[src/rtl/riscv_pkg.sv]
// Shared widths, ALU opcodes and forwarding-select encoding for the core.
package riscv_pkg;

  localparam int RV_DATA_WIDTH     = 32;
  localparam int RV_ALUCTRL_WIDTH  = 4;
  localparam int RV_REG_ADDR_WIDTH = 5;

  // ALU opcodes, encoded as {funct7[5], funct3}
  localparam logic [3:0] ALU_ADD  = 4'b0000;
  localparam logic [3:0] ALU_SUB  = 4'b1000;
  localparam logic [3:0] ALU_SLL  = 4'b0001;
  localparam logic [3:0] ALU_SLT  = 4'b0010;
  localparam logic [3:0] ALU_SLTU = 4'b0011;
  localparam logic [3:0] ALU_XOR  = 4'b0100;
  localparam logic [3:0] ALU_SRL  = 4'b0101;
  localparam logic [3:0] ALU_SRA  = 4'b1101;
  localparam logic [3:0] ALU_OR   = 4'b0110;
  localparam logic [3:0] ALU_AND  = 4'b0111;

  typedef enum logic [1:0] {
    FWD_REG   = 2'd0,
    FWD_EXMEM = 2'd1,
    FWD_MEMWB = 2'd2
  } fwd_sel_t;

endpackage

[src/rtl/forward_mux.sv]
// Priority forwarding for one source operand: EX/MEM beats MEM/WB beats the
// register-file value; x0 is never forwarded.
module forward_mux
  import riscv_pkg::*;
#(
  parameter int DATA_WIDTH     = RV_DATA_WIDTH,
  parameter int REG_ADDR_WIDTH = RV_REG_ADDR_WIDTH
) (
  input  logic [REG_ADDR_WIDTH-1:0] src_addr,
  input  logic [DATA_WIDTH-1:0]     src_data,
  input  logic                      exmem_reg_write,
  input  logic [REG_ADDR_WIDTH-1:0] exmem_rd,
  input  logic [DATA_WIDTH-1:0]     exmem_result,
  input  logic                      memwb_reg_write,
  input  logic [REG_ADDR_WIDTH-1:0] memwb_rd,
  input  logic [DATA_WIDTH-1:0]     memwb_result,
  output fwd_sel_t                  fwd_sel,
  output logic [DATA_WIDTH-1:0]     fwd_data
);

  // Pick the youngest producer of src_addr, ignoring writes to x0
  always_comb begin
    fwd_sel = FWD_REG;
    if (exmem_reg_write && (exmem_rd != {REG_ADDR_WIDTH{1'b0}}) && (exmem_rd == src_addr)) begin
      fwd_sel = FWD_EXMEM;
    end else if (memwb_reg_write && (memwb_rd != {REG_ADDR_WIDTH{1'b0}}) && (memwb_rd == src_addr)) begin
      fwd_sel = FWD_MEMWB;
    end else begin
      fwd_sel = FWD_REG;
    end
  end

  // Steer the selected value onto the operand bus
  always_comb begin
    fwd_data = src_data;
    case (fwd_sel)
      FWD_EXMEM: fwd_data = exmem_result;
      FWD_MEMWB: fwd_data = memwb_result;
      FWD_REG:   fwd_data = src_data;
      default:   fwd_data = src_data;
    endcase
  end

endmodule

[src/rtl/ex_operand_stage.sv]
// ID/EX pipeline register with load-use bubble insertion and operand
// forwarding; feeds the ALU and the downstream control/store-data fields.
module ex_operand_stage
  import riscv_pkg::*;
#(
  parameter int DATA_WIDTH     = RV_DATA_WIDTH,
  parameter int ALUCTRL_WIDTH  = RV_ALUCTRL_WIDTH,
  parameter int REG_ADDR_WIDTH = RV_REG_ADDR_WIDTH
) (
  input  logic                      clk,
  input  logic                      rst,
  input  logic                      id_valid,
  input  logic [DATA_WIDTH-1:0]     id_pc,
  input  logic [DATA_WIDTH-1:0]     id_imm,
  input  logic [DATA_WIDTH-1:0]     id_rs1_data,
  input  logic [DATA_WIDTH-1:0]     id_rs2_data,
  input  logic [REG_ADDR_WIDTH-1:0] id_rs1_addr,
  input  logic [REG_ADDR_WIDTH-1:0] id_rs2_addr,
  input  logic [REG_ADDR_WIDTH-1:0] id_rd_addr,
  input  logic                      id_uses_rs1,
  input  logic                      id_uses_rs2,
  input  logic [ALUCTRL_WIDTH-1:0]  id_alu_ctrl,
  input  logic                      id_alusrc_pc,
  input  logic                      id_alusrc_imm,
  input  logic                      id_reg_write,
  input  logic                      id_mem_read,
  input  logic                      id_mem_write,
  input  logic                      stall,
  input  logic                      flush,
  input  logic                      exmem_reg_write,
  input  logic                      memwb_reg_write,
  input  logic [REG_ADDR_WIDTH-1:0] exmem_rd,
  input  logic [REG_ADDR_WIDTH-1:0] memwb_rd,
  input  logic [DATA_WIDTH-1:0]     exmem_result,
  input  logic [DATA_WIDTH-1:0]     memwb_result,
  output logic [ALUCTRL_WIDTH-1:0]  ALUCtrl,
  output logic [DATA_WIDTH-1:0]     ALUop1,
  output logic [DATA_WIDTH-1:0]     ALUop2,
  output logic                      ex_valid,
  output logic                      ex_reg_write,
  output logic                      ex_mem_read,
  output logic                      ex_mem_write,
  output logic [REG_ADDR_WIDTH-1:0] ex_rd_addr,
  output logic [DATA_WIDTH-1:0]     ex_store_data,
  output logic                      id_hold,
  output logic [31:0]               stall_count
);

  logic                      valid_q, valid_d;
  logic [DATA_WIDTH-1:0]     pc_q, pc_d;
  logic [DATA_WIDTH-1:0]     imm_q, imm_d;
  logic [DATA_WIDTH-1:0]     rs1_data_q, rs1_data_d;
  logic [DATA_WIDTH-1:0]     rs2_data_q, rs2_data_d;
  logic [REG_ADDR_WIDTH-1:0] rs1_addr_q, rs1_addr_d;
  logic [REG_ADDR_WIDTH-1:0] rs2_addr_q, rs2_addr_d;
  logic [REG_ADDR_WIDTH-1:0] rd_addr_q, rd_addr_d;
  logic [ALUCTRL_WIDTH-1:0]  alu_ctrl_q, alu_ctrl_d;
  logic                      alusrc_pc_q, alusrc_pc_d;
  logic                      alusrc_imm_q, alusrc_imm_d;
  logic                      reg_write_q, reg_write_d;
  logic                      mem_read_q, mem_read_d;
  logic                      mem_write_q, mem_write_d;
  logic [31:0]               stall_count_q, stall_count_d;

  logic                      load_use_s;
  logic                      id_hold_s;
  logic [DATA_WIDTH-1:0]     fwd_rs1_s;
  logic [DATA_WIDTH-1:0]     fwd_rs2_s;
  fwd_sel_t                  rs1_sel_s;
  fwd_sel_t                  rs2_sel_s;
  logic                      unused_fwd_sel_s;

  // Load in EX whose result a decoding instruction actually reads: one bubble
  always_comb begin
    load_use_s = valid_q && mem_read_q && (rd_addr_q != {REG_ADDR_WIDTH{1'b0}}) && id_valid &&
                 ((id_uses_rs1 && (id_rs1_addr == rd_addr_q)) ||
                  (id_uses_rs2 && (id_rs2_addr == rd_addr_q)));
    id_hold_s  = (load_use_s || stall) && !flush;
  end

  // Next-state selection: flush > stall > load-use bubble > normal load
  always_comb begin
    valid_d      = valid_q;
    pc_d         = pc_q;
    imm_d        = imm_q;
    rs1_data_d   = rs1_data_q;
    rs2_data_d   = rs2_data_q;
    rs1_addr_d   = rs1_addr_q;
    rs2_addr_d   = rs2_addr_q;
    rd_addr_d    = rd_addr_q;
    alu_ctrl_d   = alu_ctrl_q;
    alusrc_pc_d  = alusrc_pc_q;
    alusrc_imm_d = alusrc_imm_q;
    reg_write_d  = reg_write_q;
    mem_read_d   = mem_read_q;
    mem_write_d  = mem_write_q;
    if (flush || (!stall && load_use_s)) begin
      valid_d      = 1'b0;
      pc_d         = {DATA_WIDTH{1'b0}};
      imm_d        = {DATA_WIDTH{1'b0}};
      rs1_data_d   = {DATA_WIDTH{1'b0}};
      rs2_data_d   = {DATA_WIDTH{1'b0}};
      rs1_addr_d   = {REG_ADDR_WIDTH{1'b0}};
      rs2_addr_d   = {REG_ADDR_WIDTH{1'b0}};
      rd_addr_d    = {REG_ADDR_WIDTH{1'b0}};
      alu_ctrl_d   = {ALUCTRL_WIDTH{1'b0}};
      alusrc_pc_d  = 1'b0;
      alusrc_imm_d = 1'b0;
      reg_write_d  = 1'b0;
      mem_read_d   = 1'b0;
      mem_write_d  = 1'b0;
    end else if (stall) begin
      valid_d = valid_q;
    end else begin
      valid_d      = id_valid;
      pc_d         = id_pc;
      imm_d        = id_imm;
      rs1_data_d   = id_rs1_data;
      rs2_data_d   = id_rs2_data;
      rs1_addr_d   = id_rs1_addr;
      rs2_addr_d   = id_rs2_addr;
      rd_addr_d    = id_rd_addr;
      alu_ctrl_d   = id_alu_ctrl;
      alusrc_pc_d  = id_alusrc_pc;
      alusrc_imm_d = id_alusrc_imm;
      reg_write_d  = id_reg_write && id_valid;
      mem_read_d   = id_mem_read && id_valid;
      mem_write_d  = id_mem_write && id_valid;
    end
  end

  // Saturating count of cycles in which decode is held
  always_comb begin
    if (id_hold_s && (stall_count_q != 32'hFFFF_FFFF)) begin
      stall_count_d = stall_count_q + 32'd1;
    end else begin
      stall_count_d = stall_count_q;
    end
  end

  // Pipeline and counter registers, cleared asynchronously by rst
  always_ff @(posedge clk or posedge rst) begin
    if (rst) begin
      valid_q       <= 1'b0;
      pc_q          <= {DATA_WIDTH{1'b0}};
      imm_q         <= {DATA_WIDTH{1'b0}};
      rs1_data_q    <= {DATA_WIDTH{1'b0}};
      rs2_data_q    <= {DATA_WIDTH{1'b0}};
      rs1_addr_q    <= {REG_ADDR_WIDTH{1'b0}};
      rs2_addr_q    <= {REG_ADDR_WIDTH{1'b0}};
      rd_addr_q     <= {REG_ADDR_WIDTH{1'b0}};
      alu_ctrl_q    <= {ALUCTRL_WIDTH{1'b0}};
      alusrc_pc_q   <= 1'b0;
      alusrc_imm_q  <= 1'b0;
      reg_write_q   <= 1'b0;
      mem_read_q    <= 1'b0;
      mem_write_q   <= 1'b0;
      stall_count_q <= 32'd0;
    end else begin
      valid_q       <= valid_d;
      pc_q          <= pc_d;
      imm_q         <= imm_d;
      rs1_data_q    <= rs1_data_d;
      rs2_data_q    <= rs2_data_d;
      rs1_addr_q    <= rs1_addr_d;
      rs2_addr_q    <= rs2_addr_d;
      rd_addr_q     <= rd_addr_d;
      alu_ctrl_q    <= alu_ctrl_d;
      alusrc_pc_q   <= alusrc_pc_d;
      alusrc_imm_q  <= alusrc_imm_d;
      reg_write_q   <= reg_write_d;
      mem_read_q    <= mem_read_d;
      mem_write_q   <= mem_write_d;
      stall_count_q <= stall_count_d;
    end
  end

  forward_mux #(
    .DATA_WIDTH     (DATA_WIDTH),
    .REG_ADDR_WIDTH (REG_ADDR_WIDTH)
  ) u_fwd_rs1 (
    .src_addr        (rs1_addr_q),
    .src_data        (rs1_data_q),
    .exmem_reg_write (exmem_reg_write),
    .exmem_rd        (exmem_rd),
    .exmem_result    (exmem_result),
    .memwb_reg_write (memwb_reg_write),
    .memwb_rd        (memwb_rd),
    .memwb_result    (memwb_result),
    .fwd_sel         (rs1_sel_s),
    .fwd_data        (fwd_rs1_s)
  );

  forward_mux #(
    .DATA_WIDTH     (DATA_WIDTH),
    .REG_ADDR_WIDTH (REG_ADDR_WIDTH)
  ) u_fwd_rs2 (
    .src_addr        (rs2_addr_q),
    .src_data        (rs2_data_q),
    .exmem_reg_write (exmem_reg_write),
    .exmem_rd        (exmem_rd),
    .exmem_result    (exmem_result),
    .memwb_reg_write (memwb_reg_write),
    .memwb_rd        (memwb_rd),
    .memwb_result    (memwb_result),
    .fwd_sel         (rs2_sel_s),
    .fwd_data        (fwd_rs2_s)
  );

  // Forward selects are debug-visible only; the data path uses the muxed value
  always_comb begin
    unused_fwd_sel_s = ^{rs1_sel_s, rs2_sel_s};
  end

  // ALU operand select and pass-through of EX-stage fields
  always_comb begin
    ALUCtrl       = alu_ctrl_q;
    ALUop1        = alusrc_pc_q  ? pc_q  : fwd_rs1_s;
    ALUop2        = alusrc_imm_q ? imm_q : fwd_rs2_s;
    ex_store_data = fwd_rs2_s;
    ex_valid      = valid_q;
    ex_reg_write  = reg_write_q;
    ex_mem_read   = mem_read_q;
    ex_mem_write  = mem_write_q;
    ex_rd_addr    = rd_addr_q;
    id_hold       = id_hold_s;
    stall_count   = stall_count_q;
  end

endmodule

[config.mk]
export PLATFORM = sky130hd
export DESIGN_NAME = ex_operand_stage
export DESIGN_NICKNAME = d
export VERILOG_FILES = /design/src/rtl/riscv_pkg.sv /design/src/rtl/forward_mux.sv /design/src/rtl/ex_operand_stage.sv
export SDC_FILE = /design/constraint.sdc
export NUM_CORES = 1
export LEC_CHECK = 0
export BUFFER_PORTS_ARGS = -buffer_cell sky130_fd_sc_hd__buf_2
export CORE_ASPECT_RATIO = 0.8
export CORE_UTILIZATION = 45
export DETAILED_ROUTE_END_ITERATION = 6
export GPL_TIMING_DRIVEN = 1
export PLACE_DENSITY_LB_ADDON = 0.15
export SLEW_MARGIN = 40
export SYNTH_ARGS = -nofsm -noshare
export SYNTH_HDL_FRONTEND = slang
export SYNTH_SLANG_ARGS = --single-unit
export TNS_END_PERCENT = 5
[constraint.sdc]
create_clock -name clk -period 18.7 [get_ports clk]
set_input_delay 3.74 -clock clk [delete_from_list [all_inputs] [get_ports clk]]
set_output_delay 3.74 -clock clk [all_outputs]
set_load 0.01 [all_outputs]
==> impl_summary.txt <==
----------------------------------------------------
[STA]
  Setup Skew ... 0.0186 ns
  Number of max-slew violations in the final report ... 0
  Setup TNS after final layout ... 0 ns
  Worst-Margin Slew ... about 0.79 ns
  Final hold violation count ... 0
  Post-route worst hold slack ... 0.486 ns
  Setup repair after global routing missed its margin ... no
  Final worst-path cycle share ... 53.6%
  Crit path time final ... 10.02 ns
  Worst-case headroom to the max-slew limit ... between 40 and 50%
  Maximum frequency from static timing analysis ... 99.8 MHz
  Number of endpoints failing setup at the final stage ... 0
  Final setup slack of the worst path ... between 8 and 9 ns

[Placed design]
  Worst setup timing slack at the placement stage ... 8.72 ns
  Half-perimeter wire length after placement ... 21200 um
  Number of buffers inserted by port buffering ... approximately 380
  GPL Wtd Cong ... between 0.9 and 1

[Flow run]
  Max-cap check violation count ... 0

[Clock network]
  Clock tree from TritonCTS ... built
  Total setup buffers inserted after CTS ... 0
  Resized cells post-CTS ... 0
  Cts-stage hold buffer count ... 0
  Clock Sinks ... between 150 and 200
  CTS Root Buffer Type ... clkbuf_16
  H-Tree Depth ... 4
  Source-to-sink clock delay at the later pin of the worst-skew pair ... 0.43 ns
  CTS clk-pin slew, worst paths ... approximately 0.06 ns
  TritonCTS buffer count ... 17
  Maximum buffer depth of the clock tree ... 2

[Critical path]
  Start point of the critical path ... exmem_rd[0]
  Critical path class ... input pin to primary output
  Kind of end point of the critical path ... primary output
  Data arrival time of the critical path ... 6.28 ns
  Critical-path maximum fanout ... 34
  Reg2reg end ... rs1_data_q[21]
  Critical path destination ... ALUop1[28]
  Register-to-Register Path Depth ... 6
  Launching point of the worst reg2reg path ... ex_rd_addr[1]
  WP data required ... 14.96 ns
  Worst setup SP type ... input pin
  Slack of the worst reg-to-reg path ... 15.67 ns

[Routing]
  Final wirelength ... 30400 um
  DR WL/cell ... 20.8 um
  Number of antenna-violating nets in the routed design ... 0
  Detailed Routing Iterations Pass 1 ... 6
  DRC violations left ... 0
  Via count normalized by instance count ... 5.71
  Initial DRC count ... about 890
  Via count ... ~8400

[GRT]
  First-pass GRT wire length ... 46200 um
  Vias in the first global route ... ~8100
  Overall fraction of global-route tracks in use ... 28.0%
  Number of antenna violations at the first check in global routing ... 11
  Total global routing overflow ... 0
  Pin count of the biggest net entering global routing ... 113

[Power]
  Power dissipated by switching net loads ... ~0.28 mW
  Sequential power share ... 44.7%
  Static leakage ... 6.08 nW
  PwrDens ... 83.4 nW/um^2
  Switch share ... 27.4%
  Maximum ir drop on the vdd rail ... 0.0484 mV
  Combinational group share of total power ... 17.0%
  Clk pwr share ... 38.3%
  P_int ... around 0.74 mW
  Total design power ... 1.02 mW

[Final layout]
  Most frequent cells in the layout ... 376 x buf_2, 183 x dfrtp_1, 135 x a22o_1, 64 x mux2i_1, 47 x nand2_1
  Number of nets in the finished design ... 1412
  Post-synthesis to final-layout area growth ... 28.7%
  Share of layout cells above drive strength 1 ... 42.1%
  Most common library cell in the layout ignoring fill and taps ... buf_2

[Synth]
  Synthesized net count ... 1071
  Predominant post-synthesis flop cell ... dfrtp_1
  YS warnings ... 0
  Sequential-to-total area share from yosys stat ... 48.9%
  Post-synthesis register bit count ... 185
  Cell variety after synth ... 46
  Async set-or-reset flop fraction in the synthesized netlist ... 100%
  Mean post-synth cell area ... about 11 sq um
  Cell count after synthesis ... 835
  Post-synth EDFFs ... 0
  Area of the mapped netlist ... 9470 sq um

[Min path]
  Hold WC Path Type ... flop to flop

[Floorplanning]
  Standard-cell row count ... 47
  Io pins ... roughly 380
  Die Ht ... 132 um
  Die Footprint ... 21600 sq um
  Horizontal die dimension ... 164 um
  Core area ... 20600 sq um
  Starting Density ... a little under half

[Run status]
  Result of the run ... finished, final reports clean

----------------------------------------------------
## routing by layer
metal / global-route usage, % / share of wire (%) / vias to the layer above
li1: - / - / 3807
met1: 36.2 / 41 / 4091
met2: 45.9 / 49 / 421
met3: 6.60 / 8.4 / 38
met4: 9.98 / 1.9 / 4
met5: 0 / 0.072 / -
## sequential cells by signal, indices dropped and copies added, names as in the netlist
| register | cells |
|---|---|
| ALUCtrl | 4 |
| ex_reg_write | 1 |
| imm_q | 32 |
| pc_q | 32 |
| alusrc_pc_q | 1 |
| alusrc_imm_q | 1 |
| ex_mem_write | 1 |
| ex_valid | 1 |
| ex_rd_addr | 5 |
| ex_mem_read | 1 |
| rs2_data_q | 32 |
| rs2_addr_q | 5 |
| stall_count | 32 |
| rs1_data_q | 32 |
| rs1_addr_q | 5 |
## stage by stage
stage	instance area [sq um]	util, %	instances
floorplan	9470	-	835
global placement	11400	55.4	1422
detailed placement	11500	55.8	1426
CTS	12200	58.9	1457
global route	12200	59.0	1463
finish	12200	59.0	1464
## worst min-delay path by stage
stage / slack (ns) / cells past startpoint / startpoint / end
final: 0.49 / 1 / stall_count[11] / stall_count[11]
after global routing: 0.51 / 1 / stall_count[11] / stall_count[11]
after CTS: 0.49 / 1 / stall_count[7] / stall_count[7]
after detailed placement: 0.47 / 1 / stall_count[7] / stall_count[7]
after global placement: 0.47 / 2 / ex_reg_write / ex_reg_write
after floorplan: 0.47 / 1 / imm_q[0] / imm_q[0]
## cells by family (layout without fill, tap and decap cells)
family          Yosys count  after routing  share of synthesized area, %
mux                      98             98                          10.9
flops                   185            185                          48.9
xor+xnor                 60             60                          5.55
buf+inv                 104            457                          5.27
fa+ha+maj                 1              1                         0.132
other cells               0              7                             0
compound gates          226            226                          20.5
simple gates            161            161                          8.80
## cell usage after synthesis (2+ instances only)
cell | number | area (sq um)
inv_1 | 35 | 131
xor2_1 | 27 | 236
o21ai_2 | 2 | 17.5
nand4_1 | 13 | 81.3
a22o_1 | 135 | 1180
or4_1 | 4 | 30.0
buf_4 | 8 | 60.1
nor2_1 | 39 | 146
a21oi_2 | 29 | 254
nor4_4 | 2 | 42.5
nand3_1 | 17 | 85.1
buf_6 | 7 | 78.8
o21ai_0 | 6 | 30.0
nand2_1 | 47 | 176
mux2i_1 | 64 | 641
and4_1 | 5 | 43.8
buf_2 | 21 | 105
dfrtp_1 | 185 | 4630
nor3_1 | 13 | 65.1
and3_1 | 6 | 37.5
buf_1 | 3 | 11.3
nor4_1 | 5 | 31.3
clkbuf_1 | 29 | 109
a222oi_1 | 32 | 320
a21oi_1 | 16 | 80.1
xnor2_1 | 33 | 289
mux2_2 | 33 | 372
## power by group through the flow
stage | clock [mW] | sequential, mW | combinational, mW
2_1_floorplan | 0 | 0.455 | 0.0963
3_3_place_gp | 0 | 0.460 | 0.170
3_5_place_dp | 0 | 0.461 | 0.173
4_1_cts | 0.398 | 0.454 | 0.174
5_1_grt | 0.412 | 0.458 | 0.187
6_report | 0.389 | 0.454 | 0.172
## critical path, stage by stage
cell	delay, ns
buf_2	0.12
or4_1	0.53
o21ai_2	0.20
nor4_4	0.07
buf_4	0.31
nor2b_4	0.42
buf_8	0.21
buf_8	0.17
a222oi_1	0.10
mux2i_1	0.23
buf_2	0.17
## cell type report
class	instances	area, sq um
fillers	1829	8460
flip-flops and latches	185	4640
multi-input cells	546	4370
repair buffers	390	2050
clock buffers	19	443
well taps	269	337
clock inverters	12	191
inverters	36	148
diodes	7	17.5
No activity file was read; power rests on OpenSTA's default activity.
